==> src/rtl/sync_out_if.sv <==
// Board-to-board sync generator signal bundle: control requests in, sync line and
// local period marker out. The generator uses the master modport.
interface sync_out_if;
    logic enable;
    logic resync;
    logic sync_out;
    logic local_pulse;
    logic running;

    modport master (
        input  enable,
        input  resync,
        output sync_out,
        output local_pulse,
        output running
    );

    modport slave (
        output enable,
        output resync,
        input  sync_out,
        input  local_pulse,
        input  running
    );
endinterface

==> src/rtl/sync_out.sv <==
// Master-side sync generator: periodic fixed-width pulse on the board sync line,
// plus a local period marker delayed to coincide with the slaves' received pulse.
module sync_out #(
    parameter int PERIOD      = 2500,
    parameter int HIGH_CYCLES = 250,
    parameter int LOCAL_DELAY = 3
) (
    input  logic      clk,
    input  logic      rst,
    sync_out_if.master bus
);
    typedef enum logic [1:0] {IDLE, HIGH, LOW} state_t;

    localparam int CNT_W = $clog2(PERIOD);
    localparam logic [CNT_W-1:0] HIGH_LAST   = CNT_W'(HIGH_CYCLES - 1);
    localparam logic [CNT_W-1:0] PERIOD_LAST = CNT_W'(PERIOD - 1);
    localparam logic [CNT_W-1:0] EARLY_MIN   = CNT_W'(HIGH_CYCLES + 2);

    state_t             state, state_next;
    logic [CNT_W-1:0]   cnt, cnt_next;
    logic               pending, pending_next;
    logic               start;
    logic               sync_next, running_next;
    logic               sync_q, running_q;
    logic [LOCAL_DELAY:0] rise_q;

    // NOTE: sequential state uses non-blocking assignments so every flop samples
    // pre-edge values regardless of statement order.
    always_ff @(posedge clk) begin
        if (rst) begin
            state     <= IDLE;
            cnt       <= '0;
            pending   <= 1'b0;
            sync_q    <= 1'b0;
            running_q <= 1'b0;
            // NOTE: the delay line is reset too, so in-flight rise events are dropped.
            rise_q    <= '0;
        end else begin
            state     <= state_next;
            cnt       <= cnt_next;
            pending   <= pending_next;
            sync_q    <= sync_next;
            running_q <= running_next;
            rise_q[0] <= start;
            for (int i = 1; i <= LOCAL_DELAY; i++) begin
                rise_q[i] <= rise_q[i-1];
            end
        end
    end

    // NOTE: every variable gets a default first, so no path can infer a latch.
    always_comb begin
        state_next   = state;
        cnt_next     = cnt;
        pending_next = pending;
        start        = 1'b0;

        if (bus.resync) begin
            pending_next = bus.enable && (state != IDLE);
        end

        case (state)
            IDLE: begin
                if (bus.enable) start = 1'b1;
            end
            HIGH: begin
                cnt_next = cnt + CNT_W'(1);
                if (cnt == HIGH_LAST) state_next = LOW;
            end
            LOW: begin
                cnt_next = cnt + CNT_W'(1);
                if (cnt == PERIOD_LAST) begin
                    if (bus.enable) begin
                        start = 1'b1;
                    end else begin
                        state_next   = IDLE;
                        cnt_next     = '0;
                        pending_next = 1'b0;
                    end
                end else if (bus.enable && (pending || bus.resync) && cnt >= EARLY_MIN) begin
                    // Early restart only once at least three low cycles have elapsed.
                    start = 1'b1;
                end
            end
            default: begin
                state_next = IDLE;
                cnt_next   = '0;
            end
        endcase

        // A period start absorbs any resync arriving on the same edge.
        if (start) begin
            state_next   = HIGH;
            cnt_next     = '0;
            pending_next = 1'b0;
        end
    end

    always_comb begin
        sync_next    = (state_next == HIGH);
        running_next = (state_next != IDLE);
    end

    assign bus.sync_out    = sync_q;
    assign bus.running     = running_q;
    assign bus.local_pulse = rise_q[LOCAL_DELAY];
endmodule
==> src/flat_wrapper.sv <==
// flat-port wrapper written by rule: the top's interface ports become plain ports
module sync_out_flat 
#(
    parameter int PERIOD      = 2500,
    parameter int HIGH_CYCLES = 250,
    parameter int LOCAL_DELAY = 3
)
  (clk, rst, bus_enable, bus_resync, bus_sync_out, bus_local_pulse, bus_running);
  sync_out_if bus_i ();
  input  logic clk;
  input  logic rst;
  input wire logic [$bits(bus_i.enable)-1:0] bus_enable;
  input wire logic [$bits(bus_i.resync)-1:0] bus_resync;
  output wire logic [$bits(bus_i.sync_out)-1:0] bus_sync_out;
  output wire logic [$bits(bus_i.local_pulse)-1:0] bus_local_pulse;
  output wire logic [$bits(bus_i.running)-1:0] bus_running;
  assign bus_i.enable = bus_enable;
  assign bus_i.resync = bus_resync;
  assign bus_sync_out = bus_i.sync_out;
  assign bus_local_pulse = bus_i.local_pulse;
  assign bus_running = bus_i.running;
  sync_out #(.PERIOD(PERIOD), .HIGH_CYCLES(HIGH_CYCLES), .LOCAL_DELAY(LOCAL_DELAY)) u_core (.clk(clk), .rst(rst), .bus(bus_i));
endmodule
==> config.mk <==
export PLATFORM = sky130hd
export DESIGN_NAME = sync_out_flat
export DESIGN_NICKNAME = d
export VERILOG_FILES = /design/src/rtl/sync_out_if.sv /design/src/rtl/sync_out.sv /design/src/flat_wrapper.sv
export SDC_FILE = /design/constraint.sdc
export NUM_CORES = 1
export LEC_CHECK = 0
export ABC_CLOCK_PERIOD_IN_PS = 2200
export CAP_MARGIN = 20
export CORE_ASPECT_RATIO = 0.9
export CORE_UTILIZATION = 57
export CTS_CLUSTER_SIZE = 12
export DETAILED_ROUTE_END_ITERATION = 16
export GPL_ROUTABILITY_DRIVEN = 0
export PLACE_DENSITY = 0.77
export SYNTH_ARGS = -nofsm -noshare
export SYNTH_HDL_FRONTEND = slang
export SYNTH_SLANG_ARGS = --single-unit
==> constraint.sdc <==
create_clock -name clk -period 2.2 [get_ports clk]
set_input_delay 0.44 -clock clk [delete_from_list [all_inputs] [get_ports clk]]
set_output_delay 0.44 -clock clk [all_outputs]
set_load 0.02 [all_outputs]
==> results of run 1 <==
==> Yosys cell counts, drive strengths merged (3+ instances only) <==
| cell type | number |
|---|---|
| a21oi | 5 |
| dfxtp | 21 |
| ha | 7 |
| inv | 6 |
| nand2 | 10 |
| nor2 | 17 |
| nor2b | 8 |
| o21ai | 5 |
| xnor2 | 6 |
| xor2 | 3 |
==> where the power goes <==
| group | switching (mW) | leakage [nW] | internal (mW) | total [mW] |
|---|---|---|---|---|
| combinational | 0.0598 | 0.253 | 0.0466 | 0.106 |
| clock | 0.125 | 0.0177 | 0.0680 | 0.193 |
| sequential | 0.00522 | 0.170 | 0.391 | 0.396 |
==> critical path, stage by stage, from the launching register on <==
cell and delay (ps):
sky130_fd_sc_hd__dfxtp_1 460, sky130_fd_sc_hd__ha_1 250, sky130_fd_sc_hd__nand4bb_2 190, sky130_fd_sc_hd__nor3_4 300, sky130_fd_sc_hd__a221oi_2 130, sky130_fd_sc_hd__o221ai_4 330
sky130_fd_sc_hd__nor2_1 100
==> cell type report <==
| class | count | area (µm²) |
|---|---|---|
| fill | 148 | 515 |
| clock inverter | 1 | 5.00 |
| clock buffer | 3 | 22.5 |
| multi-input combinational | 94 | 678 |
| inverter | 6 | 22.5 |
| timing repair buffer | 8 | 75.1 |
| sequential | 21 | 420 |
| tap | 24 | 30.0 |
==> layer usage <==
layer,up-vias,share of wire (%),track usage [%]
li1,451,-,-
met1,409,48,29.6
met4,0,0.59,7.06
met3,2,4.7,6.19
met2,24,46,41.7
met5,-,0,0
==> cells by family after synthesis <==
group / Yosys count / synth area share, %
adders and majority gates: 7 / 7.76
DFF: 21 / 37.3
and+or+nand+nor: 59 / 31.7
xor gates and xnor gates: 9 / 6.98
AOI/OAI and AO/OA: 19 / 13.6
buffers and inverters: 8 / 2.66
==> registers in the layout, indices dropped and copies added, names as in the netlist <==
register             count
u_core.cnt              12
u_core.bus.sync_out      1
u_core.state             2
u_core.pending           1
u_core.rise_q            4
u_core.bus.running       1
==> worst max path at each step <==
stage / from / to / slack, ps / cells after the start
finish: u_core.cnt[0] / u_core.cnt[9] / 300 / 6
detailed placement: bus_enable / u_core.cnt[7] / 140 / 5
floorplan: u_core.state[0] / u_core.cnt[7] / 580 / 6
CTS: u_core.cnt[0] / u_core.cnt[9] / 320 / 6
global placement: bus_enable / u_core.cnt[7] / 170 / 5
global route: u_core.cnt[0] / u_core.cnt[9] / 210 / 6
==> impl_metrics.prom, run 1 <==
# TYPE chip_impl_metric gauge
chip_impl_info{name="crit-reg2reg-capture",value="u_core.cnt[9]"} 1
chip_impl_metric{name="crit_arrival",unit="ps"} 2100
chip_impl_metric{name="power.density_cell_area",unit="nW/µm²"} 555
chip_impl_metric{name="netlist_area",unit="µm²"} 1130
chip_impl_metric{name="timing.critical_path.fanout_max",unit=""} 9
chip_impl_info{name="start_kind",value="flip-flop"} 1
chip_impl_metric{name="grt_first_pass_wirelength",unit="mm"} 3.80
chip_impl_metric{name="hold_worst_slack",unit="ps"} 464
chip_impl_metric{name="via_count",unit=""} 886
chip_impl_metric{name="drive_above_1_share",unit="%"} 11.3
chip_impl_metric{name="cts_setup_buffers",unit=""} 0
chip_impl_metric{name="max_freq",unit="MHz"} 527
chip_impl_metric{name="synth_nets",unit=""} 134
chip_impl_info{name="mostFrequentLayoutCell",value="sky130_fd_sc_hd__dfxtp_1"} 1
chip_impl_metric{name="yosys.area.top_type_share",unit="%"} 37.3
chip_impl_metric{name="number_of_global_route_vias_before_repair",unit=""} 839
chip_impl_metric{name="diodes",unit=""} 0
chip_impl_metric{name="timing.max_cap.violations",unit=""} 0
chip_impl_metric{name="power_leakage",unit="nW"} 0.441
chip_impl_metric{name="cts_htree_levels",unit=""} 1
chip_impl_metric{name="port_buffers",unit=""} 6
chip_impl_metric{name="layout-area-overhead-vs-synth",unit="%"} 11.1
chip_impl_info{name="reg2reg_from",value="u_core.cnt[0]"} 1
chip_impl_info{name="clock-root-buffer",value="sky130_fd_sc_hd__clkbuf_4"} 1
chip_impl_metric{name="antenna_left",unit=""} 0
chip_impl_metric{name="placement.setup.worst_slack",unit="ps"} 143
chip_impl_metric{name="vdd_drop_max",unit="mV"} 0.465
chip_impl_metric{name="fin_nets",unit=""} 145
chip_impl_metric{name="max-clock-path-buffers",unit=""} 2
chip_impl_metric{name="grt.overflow.total",unit=""} 0
chip_impl_metric{name="worst-slew-pin-transition",unit="ps"} 430
chip_impl_metric{name="maxSlewViolCount",unit=""} 0
chip_impl_metric{name="die_x_extent",unit="µm"} 48.9
chip_impl_metric{name="core-area",unit="µm²"} 1770
chip_impl_metric{name="placed_cells_incl_taps",unit=""} 153
chip_impl_metric{name="cts_made_buffers",unit=""} 3
chip_impl_metric{name="synth-seq-area-share",unit="%"} 37.3
chip_impl_metric{name="post_synth_inst_count",unit=""} 123
chip_impl_metric{name="layout.cells.non_filler",unit=""} 157
chip_impl_metric{name="drt_via_density",unit=""} 5.64
chip_impl_metric{name="cts.clk_slew.worst_paths",unit="ps"} 120
chip_impl_info{name="synth_area_leader_cell",value="sky130_fd_sc_hd__dfxtp_1"} 1
chip_impl_info{name="end_kind",value="flip-flop"} 1
chip_impl_metric{name="floorplan.initialDensity",unit="%"} 63.8
chip_impl_metric{name="synth-edff-count",unit=""} 0
chip_impl_metric{name="ys_ff_latch",unit=""} 21
chip_impl_metric{name="timing.final.setup_violations",unit=""} 0
chip_impl_metric{name="die_height",unit="µm"} 44.2
chip_impl_info{name="synth.area.top_cells",value="sky130_fd_sc_hd__dfxtp_1 37%, sky130_fd_sc_hd__ha_1 7.8%, sky130_fd_sc_hd__nor2_1 5.7%, sky130_fd_sc_hd__xnor2_1 4.7%, sky130_fd_sc_hd__nor2b_1 4.4%"} 1
chip_impl_metric{name="cp_data_required_time",unit="ps"} 2400
chip_impl_info{name="hold-path-endpoint",value="u_core.rise_q[3]"} 1
chip_impl_metric{name="post_dp_cell_area",unit="µm²"} 1230
chip_impl_metric{name="final_hold_viol_count",unit=""} 0
chip_impl_metric{name="io_pins",unit=""} 7
chip_impl_metric{name="clkSinkCount",unit=""} 21
chip_impl_metric{name="detailedPlacementHpwl",unit="mm"} 1.64
chip_impl_metric{name="synth_area_per_cell",unit="µm²"} 9.18
chip_impl_metric{name="grt_usage",unit="%"} 23.9
chip_impl_metric{name="routed_wire_length",unit="mm"} 2.21
chip_impl_metric{name="yosysUniqueCellTypes",unit=""} 40
chip_impl_metric{name="final_critical_path_setup_slack",unit="ps"} 302
chip_impl_metric{name="yosys_warnings",unit=""} 0
chip_impl_metric{name="die-area",unit="µm²"} 2160
chip_impl_metric{name="final_util",unit="%"} 70.9
chip_impl_metric{name="cts_hold_repair.buffers",unit=""} 0
chip_impl_info{name="hold_path_startpoint",value="u_core.rise_q[2]"} 1
chip_impl_info{name="mostFrequentLayoutCells",value="21 x sky130_fd_sc_hd__dfxtp_1, 17 x sky130_fd_sc_hd__nor2_1, 10 x sky130_fd_sc_hd__nand2_1"} 1
chip_impl_metric{name="route.detailed.wl_per_inst",unit="µm"} 14.1
chip_impl_metric{name="drt_iter0_drc",unit=""} 15
chip_impl_metric{name="async_flop_share",unit="%"} 0
chip_impl_metric{name="min_period_over_period",unit="%"} 86.3
chip_impl_info{name="timing.hold.worst.class",value="reg2reg"} 1
chip_impl_metric{name="worst_skew_pair.late_latency",unit="ps"} 310
chip_impl_metric{name="drt-pass1-iter-count",unit=""} 4
chip_impl_metric{name="report.power.total",unit="µW"} 696
chip_impl_metric{name="grt_max_degree",unit=""} 13
chip_impl_info{name="postSynth.topFlopCell",value="sky130_fd_sc_hd__dfxtp_1"} 1
chip_impl_info{name="outcome",value="complete, no violations"} 1
chip_impl_metric{name="cts.repair.resized",unit=""} 0
chip_impl_metric{name="reg2reg_slack",unit="ps"} 300
chip_impl_metric{name="fp-row-count",unit=""} 14
chip_impl_metric{name="fin_crit",unit="ps"} 1900
chip_impl_metric{name="timing.slew.headroom",unit="%"} 71.0
chip_impl_metric{name="drt_drc_violations_left",unit=""} 0
chip_impl_info{name="cts_tree",value="done"} 1
chip_impl_metric{name="timing.hold.worst_path_depth",unit=""} 1
chip_impl_info{name="worst-setup-path-type",value="reg2reg"} 1
chip_impl_metric{name="reg2regPathDepth",unit=""} 6
chip_impl_metric{name="post_route_cell_area",unit="µm²"} 1250
chip_impl_metric{name="setup_tns",unit="ps"} 0
chip_impl_info{name="rsz0062_at_grt",value="false"} 1
chip_impl_metric{name="finClkSkew",unit="ps"} 6.39
chip_impl_metric{name="grt_antenna_before_repair",unit=""} 0
Note: power is estimated with default switching activity, not from simulation.
==> inputs of run 2 (changes only) <==
CORE_MARGIN = 3   (was not set)
SLEW_MARGIN = 10   (was not set)
==> run 2 against run 1 <==
Worst hold slack improved by 7.5 ps. Sequential power barely moved. Non-clock buffer count is the same. Cell count did not move. Setup slack lost 32 ps. Combinational power is essentially flat. Critical endpoint is now u_core.bus.running. Global-route usage shrank 3.3 points.
==> impl_metrics.prom, run 2 (synthesis gave the netlist of run 1 again) <==
# TYPE chip_impl_metric gauge
chip_impl_info{name="outcome",value="complete, no violations"} 1
chip_impl_metric{name="io_pins",unit=""} 7
chip_impl_metric{name="core-area",unit="µm²"} 1770
chip_impl_info{name="clock-root-buffer",value="sky130_fd_sc_hd__clkbuf_4"} 1
chip_impl_metric{name="die-area",unit="µm²"} 2550
chip_impl_metric{name="fin_nets",unit=""} 145
chip_impl_info{name="end_kind",value="flip-flop"} 1
chip_impl_metric{name="via_count",unit=""} 874
chip_impl_info{name="top_register",value="u_core.cnt"} 1
chip_impl_info{name="mostFrequentLayoutCell",value="sky130_fd_sc_hd__dfxtp_1"} 1
chip_impl_info{name="reg.largest.list",value="u_core.cnt x12, u_core.rise_q x4, u_core.state x2"} 1
chip_impl_metric{name="routed_wire_length",unit="mm"} 2.23
chip_impl_metric{name="power.density_cell_area",unit="nW/µm²"} 556
chip_impl_metric{name="worst-slew-pin-transition",unit="ps"} 402
chip_impl_metric{name="grt.overflow.total",unit=""} 0
chip_impl_metric{name="grt_first_pass_wirelength",unit="mm"} 3.68
chip_impl_metric{name="grt_antenna_before_repair",unit=""} 0
chip_impl_metric{name="antenna_left",unit=""} 0
chip_impl_metric{name="timing.slew.headroom",unit="%"} 73.2
chip_impl_metric{name="timing.final.setup_violations",unit=""} 0
chip_impl_metric{name="timing.max_cap.violations",unit=""} 0
chip_impl_metric{name="setup_tns",unit="ps"} 0
chip_impl_metric{name="worst_skew_pair.late_latency",unit="ps"} 310
chip_impl_metric{name="cts_setup_buffers",unit=""} 0
chip_impl_metric{name="clkSinkCount",unit=""} 21
chip_impl_metric{name="route.layer.met1.wl",unit="mm"} 1.08
chip_impl_metric{name="detailedPlacementHpwl",unit="mm"} 1.71
chip_impl_metric{name="cts_hold_repair.buffers",unit=""} 0
chip_impl_info{name="mostFrequentLayoutCells",value="21 x sky130_fd_sc_hd__dfxtp_1, 17 x sky130_fd_sc_hd__nor2_1, 10 x sky130_fd_sc_hd__nand2_1"} 1
chip_impl_metric{name="final_hold_viol_count",unit=""} 0
chip_impl_metric{name="max-clock-path-buffers",unit=""} 2
chip_impl_metric{name="port_buffers",unit=""} 6
chip_impl_info{name="start_kind",value="flip-flop"} 1
chip_impl_metric{name="drt_iter0_drc",unit=""} 8
chip_impl_metric{name="wl_met3",unit="µm"} 93
chip_impl_metric{name="fin_crit",unit="ps"} 1930
chip_impl_metric{name="cts_htree_levels",unit=""} 1
chip_impl_metric{name="timing.critical_path.fanout_max",unit=""} 7
chip_impl_metric{name="routed-wl-met2",unit="mm"} 1.02
chip_impl_metric{name="cts_made_buffers",unit=""} 3
chip_impl_metric{name="die_height",unit="µm"} 48.2
chip_impl_metric{name="power_leakage",unit="nW"} 0.437
chip_impl_info{name="timing.hold.worst.class",value="reg2reg"} 1
chip_impl_info{name="rsz0062_at_grt",value="false"} 1
chip_impl_metric{name="largest_register_ff_count",unit=""} 12
chip_impl_metric{name="cts.clk_slew.worst_paths",unit="ps"} 120
chip_impl_metric{name="die_x_extent",unit="µm"} 52.9
chip_impl_metric{name="drt_via_density",unit=""} 5.57
chip_impl_metric{name="finClkSkew",unit="ps"} 2.89
chip_impl_metric{name="grt_max_degree",unit=""} 14
chip_impl_metric{name="grt_usage",unit="%"} 20.6
chip_impl_info{name="highest-signal-layer",value="met4"} 1
chip_impl_metric{name="vdd_drop_max",unit="mV"} 0.381
chip_impl_metric{name="cts.repair.resized",unit=""} 0
chip_impl_metric{name="drt_drc_violations_left",unit=""} 0
chip_impl_metric{name="floorplan.initialDensity",unit="%"} 63.8
chip_impl_info{name="cts_tree",value="done"} 1
chip_impl_metric{name="final_critical_path_setup_slack",unit="ps"} 270
chip_impl_metric{name="hold_worst_slack",unit="ps"} 471
chip_impl_metric{name="placement.setup.worst_slack",unit="ps"} 139
chip_impl_info{name="worst-setup-path-type",value="reg2reg"} 1
chip_impl_metric{name="layout-area-overhead-vs-synth",unit="%"} 11.3
chip_impl_metric{name="max_freq",unit="MHz"} 518
chip_impl_metric{name="number_of_global_route_vias_before_repair",unit=""} 827
chip_impl_metric{name="drive_above_1_share",unit="%"} 11.3
chip_impl_metric{name="drt-pass1-iter-count",unit=""} 4
chip_impl_metric{name="crit_arrival",unit="ps"} 2110
chip_impl_metric{name="cp_data_required_time",unit="ps"} 2380
chip_impl_metric{name="maxSlewViolCount",unit=""} 0
chip_impl_metric{name="diodes",unit=""} 0
chip_impl_metric{name="min_period_over_period",unit="%"} 87.7
chip_impl_metric{name="fp-row-count",unit=""} 14
chip_impl_metric{name="route.detailed.wl_per_inst",unit="µm"} 14.2
## run 2: cell count changes in the layout (fill, tap and decap cells not counted), sizes merged
cell / change
clkinvlp: +1
clkinv: -1
## run 2: power by group
group          switching, mW  leakage [nW]  internal, mW
logic                 0.0608         0.253        0.0463
registers            0.00506         0.170         0.391
clock network          0.126        0.0139        0.0694
total                  0.192         0.437         0.507
## run 2: layout make-up
cell class / instances / area, µm²
inverter: 6 / 22.5
timing repair buffer: 8 / 75.1
clock inverter: 1 / 7.51
fill: 149 / 513
clock buffer: 3 / 22.5
sequential: 21 / 420
multi-input combinational: 94 / 678
tap: 24 / 30.0
## run 2: worst paths after layout
check	start	end	slack (ps)	cells past startpoint
setup / recovery	u_core.cnt[0]	u_core.bus.running	270	6
hold / removal	u_core.rise_q[1]	u_core.rise_q[2]	470	1
setup reg to reg	u_core.cnt[0]	u_core.bus.running	270	6
hold reg to reg	u_core.rise_q[1]	u_core.rise_q[2]	470	1
## run 2: critical path, cell delays in order (launching register included)
cell	delay, ps
sky130_fd_sc_hd__dfxtp_1	470
sky130_fd_sc_hd__ha_1	250
sky130_fd_sc_hd__nand4bb_2	190
sky130_fd_sc_hd__o41ai_2	400
sky130_fd_sc_hd__a21oi_1	120
sky130_fd_sc_hd__o21ai_1	210
sky130_fd_sc_hd__o221ai_1	170
## run 2: stage by stage
stage / instances / total power, mW / cell area (µm²) / utilization (%)
3_5_place_dp: 153 / 0.511 / 1230 / 69.3
5_1_grt: 157 / 0.728 / 1260 / 71.0
4_1_cts: 157 / 0.707 / 1260 / 71.0
3_3_place_gp: 153 / 0.506 / 1230 / 69.3
6_report: 157 / 0.698 / 1260 / 71.0
2_1_floorplan: 123 / 0.472 / 1130 / -
## run 2: metal layers
metal  vias up  track usage [%]
met1       411             25.0
met4         0             7.65
met3         4             5.50
met2        12             35.6
met5         -                0
li1        447                -
